**config.mk**
```make
export PLATFORM = sky130hd
export DESIGN_NAME = display_readout
export DESIGN_NICKNAME = d
export VERILOG_FILES = /design/src/rtl/display_readout.sv
export SDC_FILE = /design/constraint.sdc
export NUM_CORES = 1
export LEC_CHECK = 0
export ABC_AREA = 1
export CAP_MARGIN = 25
export CORE_MARGIN = 10
export CORE_UTILIZATION = 45
export CTS_BUF_LIST = sky130_fd_sc_hd__clkbuf_2 sky130_fd_sc_hd__clkbuf_4 sky130_fd_sc_hd__clkbuf_8
export DETAILED_ROUTE_END_ITERATION = 7
export PLACE_DENSITY = 0.7
export SYNTH_ARGS = -nofsm -noshare
export SYNTH_HDL_FRONTEND = slang
export SYNTH_SLANG_ARGS = --single-unit
```
**constraint.sdc**
```tcl
create_clock -name clk -period 2.85 [get_ports clk]
set_input_delay 0.855 -clock clk [delete_from_list [all_inputs] [get_ports clk]]
set_output_delay 0.855 -clock clk [all_outputs]
set_load 0.01 [all_outputs]
```
**src/rtl/display_readout.sv**
```systemverilog
// display_readout: reads the 1-bit result map from the pattern-detection core's
// display port and packs the pixels LSB-first into bytes. The bytes go out on a
// valid/ready stream. The block also counts the set pixels of the frame.
module display_readout #(
    parameter int ADDR_W  = 17,
    parameter int NUM_PIX = 76800,
    parameter int CNT_W   = 17
) (
    input  logic              clk,
    input  logic              rst,            // asynchronous, active low
    input  logic              start,
    input  logic              src_done,
    input  logic              src_stage5,
    output logic              ena_display,
    output logic              read_display,
    output logic [ADDR_W-1:0] addr_display,
    input  logic              dout_display,
    output logic [7:0]        out_data,
    output logic              out_valid,
    input  logic              out_ready,
    output logic              out_last,
    output logic              busy,
    output logic              complete,
    output logic [CNT_W-1:0]  hit_count
);

    typedef enum logic [2:0] {
        S_IDLE,
        S_FILL,
        S_CAP,
        S_SEND,
        S_FIN
    } state_t;

    localparam logic [ADDR_W-1:0] LAST_ADDR = ADDR_W'(NUM_PIX - 1);

    state_t            state_q, state_d;
    logic [ADDR_W-1:0] addr_q, addr_d;       // address issued most recently
    logic [3:0]        bit_idx_q, bit_idx_d; // reads issued for the current byte
    logic [7:0]        byte_q, byte_d;
    logic [CNT_W-1:0]  hit_q, hit_d;
    logic [2:0]        cap_pos;
    logic              capture;
    logic              at_last;

    // The bit arriving now belongs to the read issued one cycle earlier.
    assign cap_pos = 3'(bit_idx_q - 4'd1);
    assign at_last = (addr_q == LAST_ADDR);

    // Next-state, datapath updates and port strobes for the readout sequence.
    always_comb begin
        // NOTE: every signal gets a default before the case so that no path
        // leaves a value unassigned; an unassigned path would infer a latch.
        state_d      = state_q;
        addr_d       = addr_q;
        bit_idx_d    = bit_idx_q;
        byte_d       = byte_q;
        hit_d        = hit_q;
        capture      = 1'b0;
        ena_display  = 1'b0;
        read_display = 1'b0;
        out_valid    = 1'b0;
        out_last     = 1'b0;
        complete     = 1'b0;

        case (state_q)
            S_IDLE: begin
                if (start && src_done && src_stage5) begin
                    state_d   = S_FILL;
                    addr_d    = '0;
                    bit_idx_d = '0;
                    byte_d    = '0;
                    hit_d     = '0;
                end
            end
            S_FILL: begin
                ena_display  = 1'b1;
                read_display = 1'b1;
                capture      = (bit_idx_q != 4'd0);
                bit_idx_d    = bit_idx_q + 4'd1;
                // Hold the address on the final read so it never passes the frame end.
                if (bit_idx_q == 4'd7 || at_last) begin
                    state_d = S_CAP;
                end else begin
                    addr_d = addr_q + ADDR_W'(1);
                end
            end
            S_CAP: begin
                capture = 1'b1;
                state_d = S_SEND;
            end
            S_SEND: begin
                out_valid = 1'b1;
                out_last  = at_last;
                if (out_ready) begin
                    if (at_last) begin
                        state_d = S_FIN;
                    end else begin
                        state_d   = S_FILL;
                        addr_d    = addr_q + ADDR_W'(1);
                        bit_idx_d = '0;
                        byte_d    = '0;
                    end
                end
            end
            S_FIN: begin
                complete = 1'b1;
                state_d  = S_IDLE;
            end
            default: state_d = S_IDLE;
        endcase

        // Unfilled bits of a short final byte stay at the cleared value of 0.
        if (capture) begin
            byte_d[cap_pos] = dout_display;
            if (dout_display) begin
                hit_d = hit_q + CNT_W'(1);
            end
        end
    end

    // State and datapath registers; reset abandons any frame in flight.
    always_ff @(posedge clk or negedge rst) begin
        if (!rst) begin
            state_q   <= S_IDLE;
            addr_q    <= '0;
            bit_idx_q <= '0;
            byte_q    <= '0;
            hit_q     <= '0;
        end else begin
            // NOTE: non-blocking assignments so every register samples the
            // values from before this edge, independent of statement order.
            state_q   <= state_d;
            addr_q    <= addr_d;
            bit_idx_q <= bit_idx_d;
            byte_q    <= byte_d;
            hit_q     <= hit_d;
        end
    end

    assign addr_display = addr_q;
    assign out_data     = byte_q;
    assign hit_count    = hit_q;
    assign busy         = (state_q != S_IDLE);

endmodule

```
==> results of run 1 <==
[power by group through the flow]
| stage | clock network (uW) | logic, uW | registers, uW |
|---|---|---|---|
| CTS | 473 | 1310 | 942 |
| global route | 498 | 1470 | 965 |
| detailed placement | 0 | 1300 | 958 |
| floorplan | 0 | 847 | 985 |
| finish | 455 | 1300 | 944 |
| global placement | 0 | 1290 | 952 |
[cells in the final DEF (no fill, tap or decap), types with 4 or more instances in the layout]
cell	Yosys	final
a21oi_1	9	9
nor3_1	6	6
nand3_1	47	47
clkdlybuf4s50_1	0	52
xor2_1	4	4
buf_4	2	13
dfrtp_1	49	49
nand4_1	6	6
inv_1	53	53
o21bai_1	5	5
nand2_1	173	173
o21ai_0	9	9
nor2_1	68	68
nand2_2	4	4
clkbuf_8	0	7
[worst register-to-register path, cell delays in order, from the launching register on]
cell and delay, ns:
dfrtp_1 0.37, ha_2 0.23, nand3_2 0.13, nor3_2 0.17
nand3_1 0.15, nand2_1 0.12, inv_2 0.11, buf_4 0.21
nand3_1 0.11, nand2_1 0.05
[cell families after synthesis]
family / synth area share, %
AO/OA/AOI/OAI: 4.82
XOR/XNOR: 1.69
adder cells (fa/ha/maj): 1.61
buffers and inverters: 9.03
flip-flops: 39.3
AND/OR/NAND/NOR: 43.5
[how the worst max path moves through the flow]
stage                   end  slack, ns  cells after the start
6_report        ena_display       0.13                      5
5_1_grt        read_display      0.004                      5
4_1_cts        read_display       0.11                      5
3_5_place_dp       out_last       0.24                      6
3_3_place_gp       out_last       0.31                      6
2_1_floorplan      out_last       0.78                      5
[registers in the layout, indices dropped and copies added (netlist names)]
signal	flops
addr_display	17
hit_count	17
state_q	3
out_data	8
bit_idx_q	4
[area by class of cell]
cell class	count	area share, %
Clock inverter	1	0.129
Timing Repair Buffer	67	16.3
Clock buffer	7	2.48
Sequential cell	49	31.6
Tap cell	80	2.58
Inverter	56	5.41
Multi-Input combinational cell	354	41.5
[layer usage]
layer  GRT usage [%]  wire [microns]  up-vias
met1            18.8            3550     1416
met2            26.2            3710       65
li1                -               -     1579
met5               0               0        -
met4            5.13              98        0
met3            5.05             561        9
[metrics by stage]
step / hold WS (ns) / total power, uW / setup WS [ns] / std cells
floorplan: 0.527 / 1830 / 0.778 / 469
global placement: 0.516 / 2240 / 0.313 / 605
detailed placement: 0.523 / 2260 / 0.236 / 605
CTS: 0.465 / 2730 / 0.111 / 614
global route: 0.482 / 2930 / 0.00358 / 614
finish: 0.459 / 2700 / 0.128 / 614
[timing repair]
item / in CTS / in global routing
endpoints found under the setup margin: 1 / 0
gates resized for setup: 2 / 0
buffers inserted: 1 / 0
==> impl_results.md, run 1 <==
* Status: complete, no violations
* Max Buffers Root-to-Sink at 2
* Die Wd at 103 microns
* Sw power at 1170 uW
* Vias/cell at 5.00
* Worst reg2reg path startpoint: addr_display[0]
* Hold WC Path Type: in -> async
* R2R Setup Slk at 1.08 ns
* Initial antenna violation count at 0
* Buf/Inv on CP at 3
* Reg power frac at 35.0%
* CP required at 2.00 ns
* DR DRC count at 0
* Max H-tree Level at 2
* Most frequent cells after synthesis: nand2_1, nor2_1, inv_1, dfrtp_1, nand3_1
* Layout Skew at 0.00822 ns
* Core Area at 6760 sq um
* Peak Freq at 0.367 GHz
* Worst-path cell with the longest stage delay: clkdlybuf4s50_1
* Num CTS Buffers at 5
* Mean area per synthesized cell at 6.65 sq um
* First-pass DRT Iterations at 4
* First-pass GRT wire length at 13600 microns
* Worst Path Max Fanout at 6
* Synth area leaders: dfrtp_1, nand2_1, nor2_1, nand3_1, inv_1
* Cells after Synth at 469
* PD cells at 695 nW/um^2
* Boundary Pins at 55
* Synth-to-Final Area Change at 24.5%
* Hpwl dp at 5910 microns
* Seq cells post-synth at 49
* Crit-path max cell delay at 0.58 ns
* Post-synthesis cell type count at 29
* Wire per inst at 12.9 microns
* Final core occ at 57.5%
* Main synth FF type: dfrtp_1
* DRT iter0 DRCs at 130
* Multi-input logic area at 1610 sq um
* Crit path from: state_q[0]
* Clk pwr share at 16.9%
* Crit path arrival time at 1.87 ns
* Syn nets at 480
* Setup crit start kind: flop
* Vias post-DR at 3069
* Port Buffers at 54
* Starting density of the core at 46.1%
* ANT nets after route at 0
* Crit end category: primary output
* Register area at 1230 sq um
* Most frequent cell after synthesis: nand2_1
* Mapped Area at 3120 sq um
* Num Clock Sinks at 49
* Logic pwr share at 48.1%
* Crit Path Category: reg -> out
* Setup TNS at 0 ns
* Row count at 30
* Vias in the first global route at 2957
* Worst slew margin at 73.8%
* Depth of the most critical reg-to-reg path at 9
* GRT Resource Usage Total at 15.7%
* Antenna fix cells at 0
* Post-synth EDFFs at 0
* Switching Fraction at 43.4%
* CTS tree: yes
* Worst-path cell chain: inv_2 > nor2_2 > nand2_2 > inv_1 > clkdlybuf4s50_1
* Max-Cap Viols at 0
* Max-slew violations at 0
* Synth async-reset ratio at 100%
* Die Y at 103 microns
* Post-CTS Hold Buffers at 0
* Post-route cell area at 3880 sq um
* Final GP Congestion at 0.934
* DRT Wirelength at 7920 microns
* Clock slew seen by the registers of the worst setup and hold paths at 0.09 ns
* Int Power at 1530 uW
* Critical path's top delay family: buffers and inverters
* RSZ-0062 raised after global routing: false
* Worst vdd ir at 0.514 mV
* End of the worst register-to-register path: addr_display[11]
* CTS root buf: clkbuf_8
* Crit share post-route at 95.5%
* Largest net degree at the start of global routing at 20
* FILL cells at 654
* Synth top area share at 39.3%
* Final hold vios at 0
* Total gr overflow at 0
* Slew @ Worst Pin at 0.393 ns
* Final Net Count at 544
* Die area at 10700 sq um
* Syn. warnings at 0
* P_leak at 0.00196 uW
* Dpl cell area at 3770 sq um
* Fin crit period at 2.72 ns
* Worst-Skew Late Latency at 0.30 ns
* Final setup fails at 0
* Share of layout cells above drive strength 1 at 7.68%
* Area leader, netlist: dfrtp_1
* Sequential area share after synthesis at 39.3%
Power figures use the tool's default switching activity.
==> run 2: changes to the inputs <==
Settings changed: CORE_UTILIZATION 45 to 37, PLACE_DENSITY 0.7 to 0.59.
==> impl_results.md, run 2 (synthesis results as in run 1) <==
* Status: complete, no violations (unchanged)
* Port Buffers at 54 (unchanged)
* Placed cell count at 629 (was 605)
* Clock slew seen by the registers of the worst setup and hold paths at 0.09 ns (about the same)
* Final core occ at 47.8% (was 57.5%)
* Num CTS Buffers at 5 (unchanged)
* Crit path arrival time at 1.83 ns (was 1.87 ns)
* Post-CTS Hold Buffers at 0 (unchanged)
* Final setup fails at 0 (unchanged)
* Slew @ Worst Pin at 0.695 ns (was 0.393 ns)
* Vias in the first global route at 3091 (was 2957)
* Die Y at 112 microns (was 103 microns)
* Die area at 12500 sq um (was 10700 sq um)
* Setup TNS at 0 ns (unchanged)
* M1 GR Usage at 15.5% (was 18.8%)
* Core Area at 8220 sq um (was 6760 sq um)
* FILL cells at 866 (was 654)
* RSZ-0062 raised after global routing: false (unchanged)
* Worst-Skew Late Latency at 0.30 ns (about the same)
* P_leak at 0.00197 uW (was 0.00196 uW)
* ANT nets after route at 0 (unchanged)
* Wire per inst at 12.9 microns (about the same)
* Worst vdd ir at 0.468 mV (was 0.514 mV)
* Largest net degree at the start of global routing at 32 (was 20)
* Crit end category: primary output (unchanged)
* Final worst setup slack at 0.162 ns (was 0.128 ns)
* Layout Skew at 0.00870 ns (was 0.00822 ns)
* Worst Path Max Fanout at 6 (unchanged)
* Total gr overflow at 0 (unchanged)
* DRT iter0 DRCs at 142 (was 130)
* Share of layout cells above drive strength 1 at 8.41% (was 7.68%)
* Antenna fix cells at 0 (unchanged)
* Max-slew violations at 0 (unchanged)
* GRT Resource Usage Total at 13.1% (was 15.7%)
* DR DRC count at 0 (unchanged)
* Peak Freq at 0.372 GHz (was 0.367 GHz)
* Vias/cell at 4.79 (was 5.00)
* Fin crit period at 2.69 ns (was 2.72 ns)
* Max-Cap Viols at 0 (unchanged)
* Multi-input logic area at 1620 sq um (was 1610 sq um)
* DRT Wirelength at 8260 microns (was 7920 microns)
* Register area at 1230 sq um (about the same)
* Final hold vios at 0 (unchanged)
* Hold WC Path Type: reg -> reg (was in -> async)
* Post-Layout Cell Count at 640 (was 614)
* CTS tree: yes (unchanged)
* CTS root buf: clkbuf_8 (unchanged)
* Setup crit start kind: flop (unchanged)
* Synth-to-Final Area Change at 25.8% (was 24.5%)
* Die Wd at 112 microns (was 103 microns)
* Max Buffers Root-to-Sink at 2 (unchanged)
* Global route hottest layer: met2 (unchanged)
* Row count at 33 (was 30)
* Hpwl dp at 6250 microns (was 5910 microns)
* M2 GR Usage at 22.3% (was 26.2%)
* First-pass GRT wire length at 14300 microns (was 13600 microns)
* Crit share post-route at 94.3% (was 95.5%)
* Vias post-DR at 3066 (was 3069)
* PD cells at 679 nW/um^2 (was 695 nW/um^2)
* Worst slew margin at 53.6% (was 73.8%)
* Met3 Resource Use GR at 4.13% (was 5.05%)
* Max H-tree Level at 2 (unchanged)
* First-pass DRT Iterations at 4 (unchanged)
* Pre-CTS setup slack at 0.231 ns (was 0.236 ns)
* Starting density of the core at 37.9% (was 46.1%)
* Num Clock Sinks at 49 (unchanged)
* CP required at 2.00 ns (about the same)
* Tot Pwr at 2670 uW (was 2700 uW)
* Initial antenna violation count at 0 (unchanged)
* Crit Path Category: reg -> out (unchanged)
* Boundary Pins at 55 (unchanged)
* Final Net Count at 545 (was 544)
* Leading cell type in the layout, fill and taps excluded: nand2_1 (unchanged)
* Final GP Congestion at 0.845 (was 0.934)
* Most frequent cells in the layout: nand2_1, nor2_1, inv_1, clkdlybuf4s50_1, nand3_1 (was nand2_1, nor2_1, inv_1, clkdlybuf4s50_1, dfrtp_1)
-- run 2: cell count changes in the layout (fill, tap and decap cells not counted), sizes merged --
| cell | previous run | this run |
|---|---|---|
| clkbuf | 7 | 6 |
| clkinv | 1 | 2 |
| dlygate4sd2 | 1 | 0 |
| dlymetal6s2s | 0 | 1 |
| buf | 14 | 15 |
-- run 2: through the flow --
stage,hold WS (ns),cell area [sq um]
2_1_floorplan,0.527,3120
3_3_place_gp,0.520,3800
3_5_place_dp,0.530,3800
4_1_cts,0.551,3910
5_1_grt,0.593,3920
6_report,0.544,3920
-- run 2: path summary, 6_finish.rpt --
path,start,end,slack [ns],cells after the start
setup / recovery,state_q[0],ena_display,0.16,5
hold / removal,hit_count[12],hit_count[12],0.54,1
setup reg to reg,state_q[0],out_data[5],1.07,10
hold reg to reg,hit_count[12],hit_count[12],0.54,1
max in group asynchronous,rst,state_q[0],1.58,2
min in group asynchronous,rst,addr_display[7],0.59,1
-- run 2: routing by layer --
metal  wire [microns]  vias to the layer above
li1                 -                     1584
met1             3780                     1409
met2             3890                       65
met3              501                        8
met4               86                        0
met5                0                        -
-- run 2: layout make-up --
class | count | area share [%]
flip-flops and latches | 49 | 31.3
clock inverters | 2 | 0.255
inverters | 56 | 5.36
repair buffers | 68 | 16.4
well taps | 105 | 3.35
multi-input cells | 354 | 41.4
clock buffers | 6 | 1.95
-- run 2: critical path, stage by stage, from the launching register on --
cell	delay (ns)
dfrtp_2	0.43
inv_2	0.04
nor2_2	0.15
nand2_2	0.13
inv_1	0.20
clkdlybuf4s50_1	0.58
-- run 2: what timing repair did --
action	CTS	global route
resized for setup	1	5
endpoints found under the setup margin	1	3
pin swaps	0	1
setup buffers	3	0
-- run 2: power breakdown --
part	internal (uW)	total (uW)	switching, uW
Sequential	824	950	127
Clock	180	416	236
Combinational	490	1300	809
Total	1490	2670	1170
==> RTL change 1 (flow settings as in run 1) <==
Register the output `hit_count` once more, without a reset; this adds one clock of latency there. The other outputs are not delayed to match.
--- a/src/rtl/display_readout.sv
+++ b/src/rtl/display_readout.sv
@@ -140,7 +140,9 @@
 
     assign addr_display = addr_q;
     assign out_data     = byte_q;
-    assign hit_count    = hit_q;
+    always_ff @(posedge clk) begin
+        hit_count <= hit_q;
+    end
     assign busy         = (state_q != S_IDLE);
 
 endmodule
Function: changed (a bounded check fails within 4 cycles, from zero or initial values and one cycle with rst low).
==> RTL change 1 against run 1 <==
- clock skew increased by 0.0022 ns
- clock power rose by 97%
- global-route usage down 0.13 points
- area after synthesis increased by 12%
- cell count rose by 7.7%
- final area rose by 14%
- sequential cell count increased by 17
- power is 29% higher
- first-iteration DRC count increased by 12%
- routed wire length grew 8.0%
- worst setup slack better by 0.030 ns
- synthesized cell count up 3.4%
- critical endpoint is now read_display
- largest power group unchanged
==> RTL change 1: results (changes against run 1) <==
| Metric | Value |
|---|---|
| Status | completed |
| Fraction of registers with async set/reset | 74.2% (-26 points) |
| DR WL met3 | 645 um (+15%) |
| Register clock-pin slew on the reported worst setup and hold paths | 0.07 ns (-0.02 ns) |
| Crit path to | read_display |
| CTS Buf Count | 9 (+4) |
| Final WS setup | 0.158 ns (+0.0296 ns) |
| Switching Share | 38.9% (-4.5 points) |
| Mapped Cells | 485 (+3.4%) |
| VDD IR max | 0.000579 V (+13%) |
| WHS | 0.402 ns (-0.0575 ns) |
| Clock tree buffer depth | 2 (unchanged) |
| Wl on met1 | 3730 um (+5.1%) |
| Crit-path max FO | 6 (unchanged) |
| Crit Reg-Reg Startpoint | state_q[2] |
| Detailed Route Iter0 Violations | 145 (+12%) |
| Vias per inst | 4.83 (-3.3%) |
| Initial antenna violation count | 0 (unchanged) |
| Vias in the first global route | 3,205 (+8.4%) |
| Seq power | 1.23 mW (+30%) |
| Fraction of layout cells with a size suffix above 1 | 10.6% (+2.9 points) |
| Reg-to-reg critical path endpoint | out_data[0] |
| Placed cells | 644 (+6.4%) |
| FF-to-FF setup slack | 1.05 ns (-0.03 ns) |
| HP Class | flop to flop |
| Routability cong. | 0.925 (-0.94%) |
| DR pass1 iterations | 5 (+1) |
| Largest net degree at the start of global routing | 24 (+20%) |
| Max_slew headroom | 55.8% (-18 points) |
| Power Clock | 895 uW (+97%) |
| First-pass GRT wire length | 14,800 um (+8.8%) |
| Met3 Use GR | 4.58% (-0.47 points) |
| Clk_lat worst skew | 0.35 ns (+0.05 ns) |
| Post-synth top cells | nand2_1 (167), nor2_1 (65), inv_1 (54) |
| Routed WL | 8560 um (+8.0%) |
| Reg2Reg Depth | 11 (+2) |
| Pint | 2.13 mW (+40%) |
| Distinct cell type count after synthesis | 34 (+17%) |
| Met1 Usage GRT | 19.2% (+0.35 points) |
| HPWL after DPL | 6360 um (+7.6%) |
| Leak Pwr | 2.17 nW (+11%) |
| Top routing layer in use | met4 |
| GR Util All Layers | 15.6% (-0.13 points) |
| Syn nets | 496 (+3.3%) |
| Layout Nets | 565 (+3.9%) |
| Sequential area share after synthesis | 44.9% (+5.6 points) |
| Fin cells | 661 (+7.7%) |
| Pre-CTS setup slack | 0.216 ns (-0.0206 ns) |
| CP Data Arrival Time | 1.84 ns (-0.03 ns) |
| Met2 Usage GRT | 25.0% (-1.2 points) |
| Top cells by area, synth | dfrtp_1 (35%), nand2_1 (18%), dfxtp_1 (9.8%) |
| Setup Skew | 0.0104 ns (+0.00220 ns) |
| H-tree depth | 3 (+1) |
| Detail Route met2 WL | 4040 um (+8.9%) |
| Placed instance area | 4180 um2 (+11%) |
==> RTL change 1: changes by cell type after synthesis, moves of 2 or more <==
cell     change
nand2_2      +3
nand3_1      -3
a21oi_1      -2
nor2_1       -3
nand2_1      -6
dfxtp_1     +17
==> RTL change 1: logic make-up after synthesis <==
family          after synthesis  synth area share, %
compound gates               28                 4.63
simple gates                312                 39.1
fa+ha+maj                     4                 1.44
buf+inv                      69                 8.36
flops                        66                 44.9
xor+xnor                      6                 1.51
==> RTL change 1: cell type report <==
type / instances / area [um2]
flip-flops and latches: 66 / 1570
repair buffers: 68 / 639
inverters: 59 / 224
clock buffers: 10 / 138
multi-input cells: 350 / 1630
well taps: 102 / 128
clock inverters: 6 / 88.8
fillers: 709 / 3230
==> RTL change 1: worst max-delay path: cells and delay by family, from the launching register on <==
family,cells,cell delay [ns]
DFF,1,0.43
buffers and inverters,3,0.82
and+or+nand+nor,2,0.23
==> RTL change 2 (settings of run 1) <==
Made on the original files. Change the parameter `CNT_W` from 17 to 34.
--- a/src/rtl/display_readout.sv
+++ b/src/rtl/display_readout.sv
@@ -4,7 +4,7 @@
 module display_readout #(
     parameter int ADDR_W  = 17,
     parameter int NUM_PIX = 76800,
-    parameter int CNT_W   = 17
+    parameter int CNT_W   = 34
 ) (
     input  logic              clk,
     input  logic              rst,            // asynchronous, active low
Interface: changed (resized hit_count); port bits go from 55 to 72. No check against the original RTL was run, so the function may have changed too.
==> RTL change 2 against run 1 <==
- area after synthesis grew 41%
- power grew 54%
- register-to-register slack lost 0.37 ns
- sequential cell count grew 17
- first-iteration DRC count grew 100%
- routed wire length grew 49%
- die area grew 32%
- final area grew 41%
- worst setup slack gained 0.0092 ns
- sequential share of layout area shrank 1.4 points
==> RTL change 2: results (changes against run 1) <==
| Metric | Value |
|---|---|
| Syn_area_per_cell | 6.71 um2 (+0.99%) |
| Status | completed |
| Least-Margin Pin Slew | 0.546 ns (+0.153 ns) |
| P_sw | 1.78 mW (+52%) |
| First-pass GRT wire length | 20,300 um (+49%) |
| WHS | 0.503 ns (+0.0434 ns) |
| Wl on met1 | 5300 um (+49%) |
| IO Port Bufs | 71 (+31%) |
| VDD IR max | 0.000434 V (-15%) |
| Synth Area in Compound Gates | 6.19% (+1.4 points) |
| Clock share of power | 20.1% (+3.2 points) |
| Vias per inst | 5.14 (+2.8%) |
| Fraction of layout cells with a size suffix above 1 | 10.8% (+3.2 points) |
| FF-to-FF setup slack | 0.71 ns (-0.37 ns) |
| Vias in the first global route | 4,218 (+43%) |
| Met2 Usage GRT | 27.0% (+0.81 points) |
| Routability cong. | 0.907 (-2.8%) |
| Distinct cell type count after synthesis | 37 (+28%) |
| CTS Buf Count | 9 (+4) |
| Fin crit period | 2.71 ns (-0.00916 ns) |
| Largest net degree at the start of global routing | 46 (+130%) |
| Reg2Reg Depth | 10 (+1) |
| Placed instance area | 5240 um2 (+39%) |
| Layout Nets | 744 (+37%) |
| Pre-CTS setup slack | 0.155 ns (-0.0817 ns) |
| Comb power frac | 46.1% (-2.0 points) |
| Adder-cell area share of the yosys netlist | 1.14% (-0.46 points) |
| Power, Total | 4.16 mW (+54%) |
| GR Util All Layers | 16.8% (+1.1 points) |
| Placed cells | 848 (+40%) |
| Detailed Route Iter0 Violations | 260 (+100%) |
| Syn nets | 664 (+38%) |
| Met3 Use GR | 4.19% (-0.86 points) |
| Sequential area share after synthesis | 37.7% (-1.7 points) |
| DR pass1 iterations | 5 (+1) |
| DR WL met3 | 1030 um (+83%) |
| Register clock-pin slew on the reported worst setup and hold paths | 0.07 ns (-0.02 ns) |
| Clk_lat worst skew | 0.34 ns (+0.04 ns) |
| Fin cells | 867 (+41%) |
| Crit-path max cell delay | 0.55 ns (-0.03 ns) |
| Xor/xnor share of the synthesized area | 1.40% (-0.29 points) |
| Leak Pwr | 2.50 nW (+28%) |
| Post-synth top cells | nand2_1 (193), nor2_1 (106), nand3_1 (75) |
| Clock tree buffer depth | 2 (unchanged) |
| H-tree depth | 3 (+1) |
| HPWL after DPL | 8900 um (+51%) |
-- RTL change 2: cell types whose count changed after synthesis, moves of 3 or more --
cell,run 1,this run
a21oi_1,9,13
nand2_1,173,193
nand2_2,4,19
nor3b_1,0,3
nand4_1,6,14
inv_1,53,58
nand3_1,47,75
nor2_1,68,106
dfrtp_1,49,66
o21ai_1,2,20
inv_2,3,6
nor2_2,1,8
-- RTL change 2: layout make-up --
| type | instances | area [um2] |
|---|---|---|
| Inverter | 65 | 249 |
| Fill cell | 927 | 3900 |
| Sequential cell | 66 | 1650 |
| Clock inverter | 2 | 35.0 |
| Timing Repair Buffer | 83 | 807 |
| Clock buffer | 14 | 174 |
| Multi-Input combinational cell | 508 | 2390 |
| Tap cell | 129 | 161 |
-- RTL change 2: what timing repair did --
item,4_1_cts,5_1_grt
pin swaps,1,0
buffers inserted,3,0
endpoints found under the hold margin,0,0
resized for setup,3,1
setup endpoints to repair,1,2
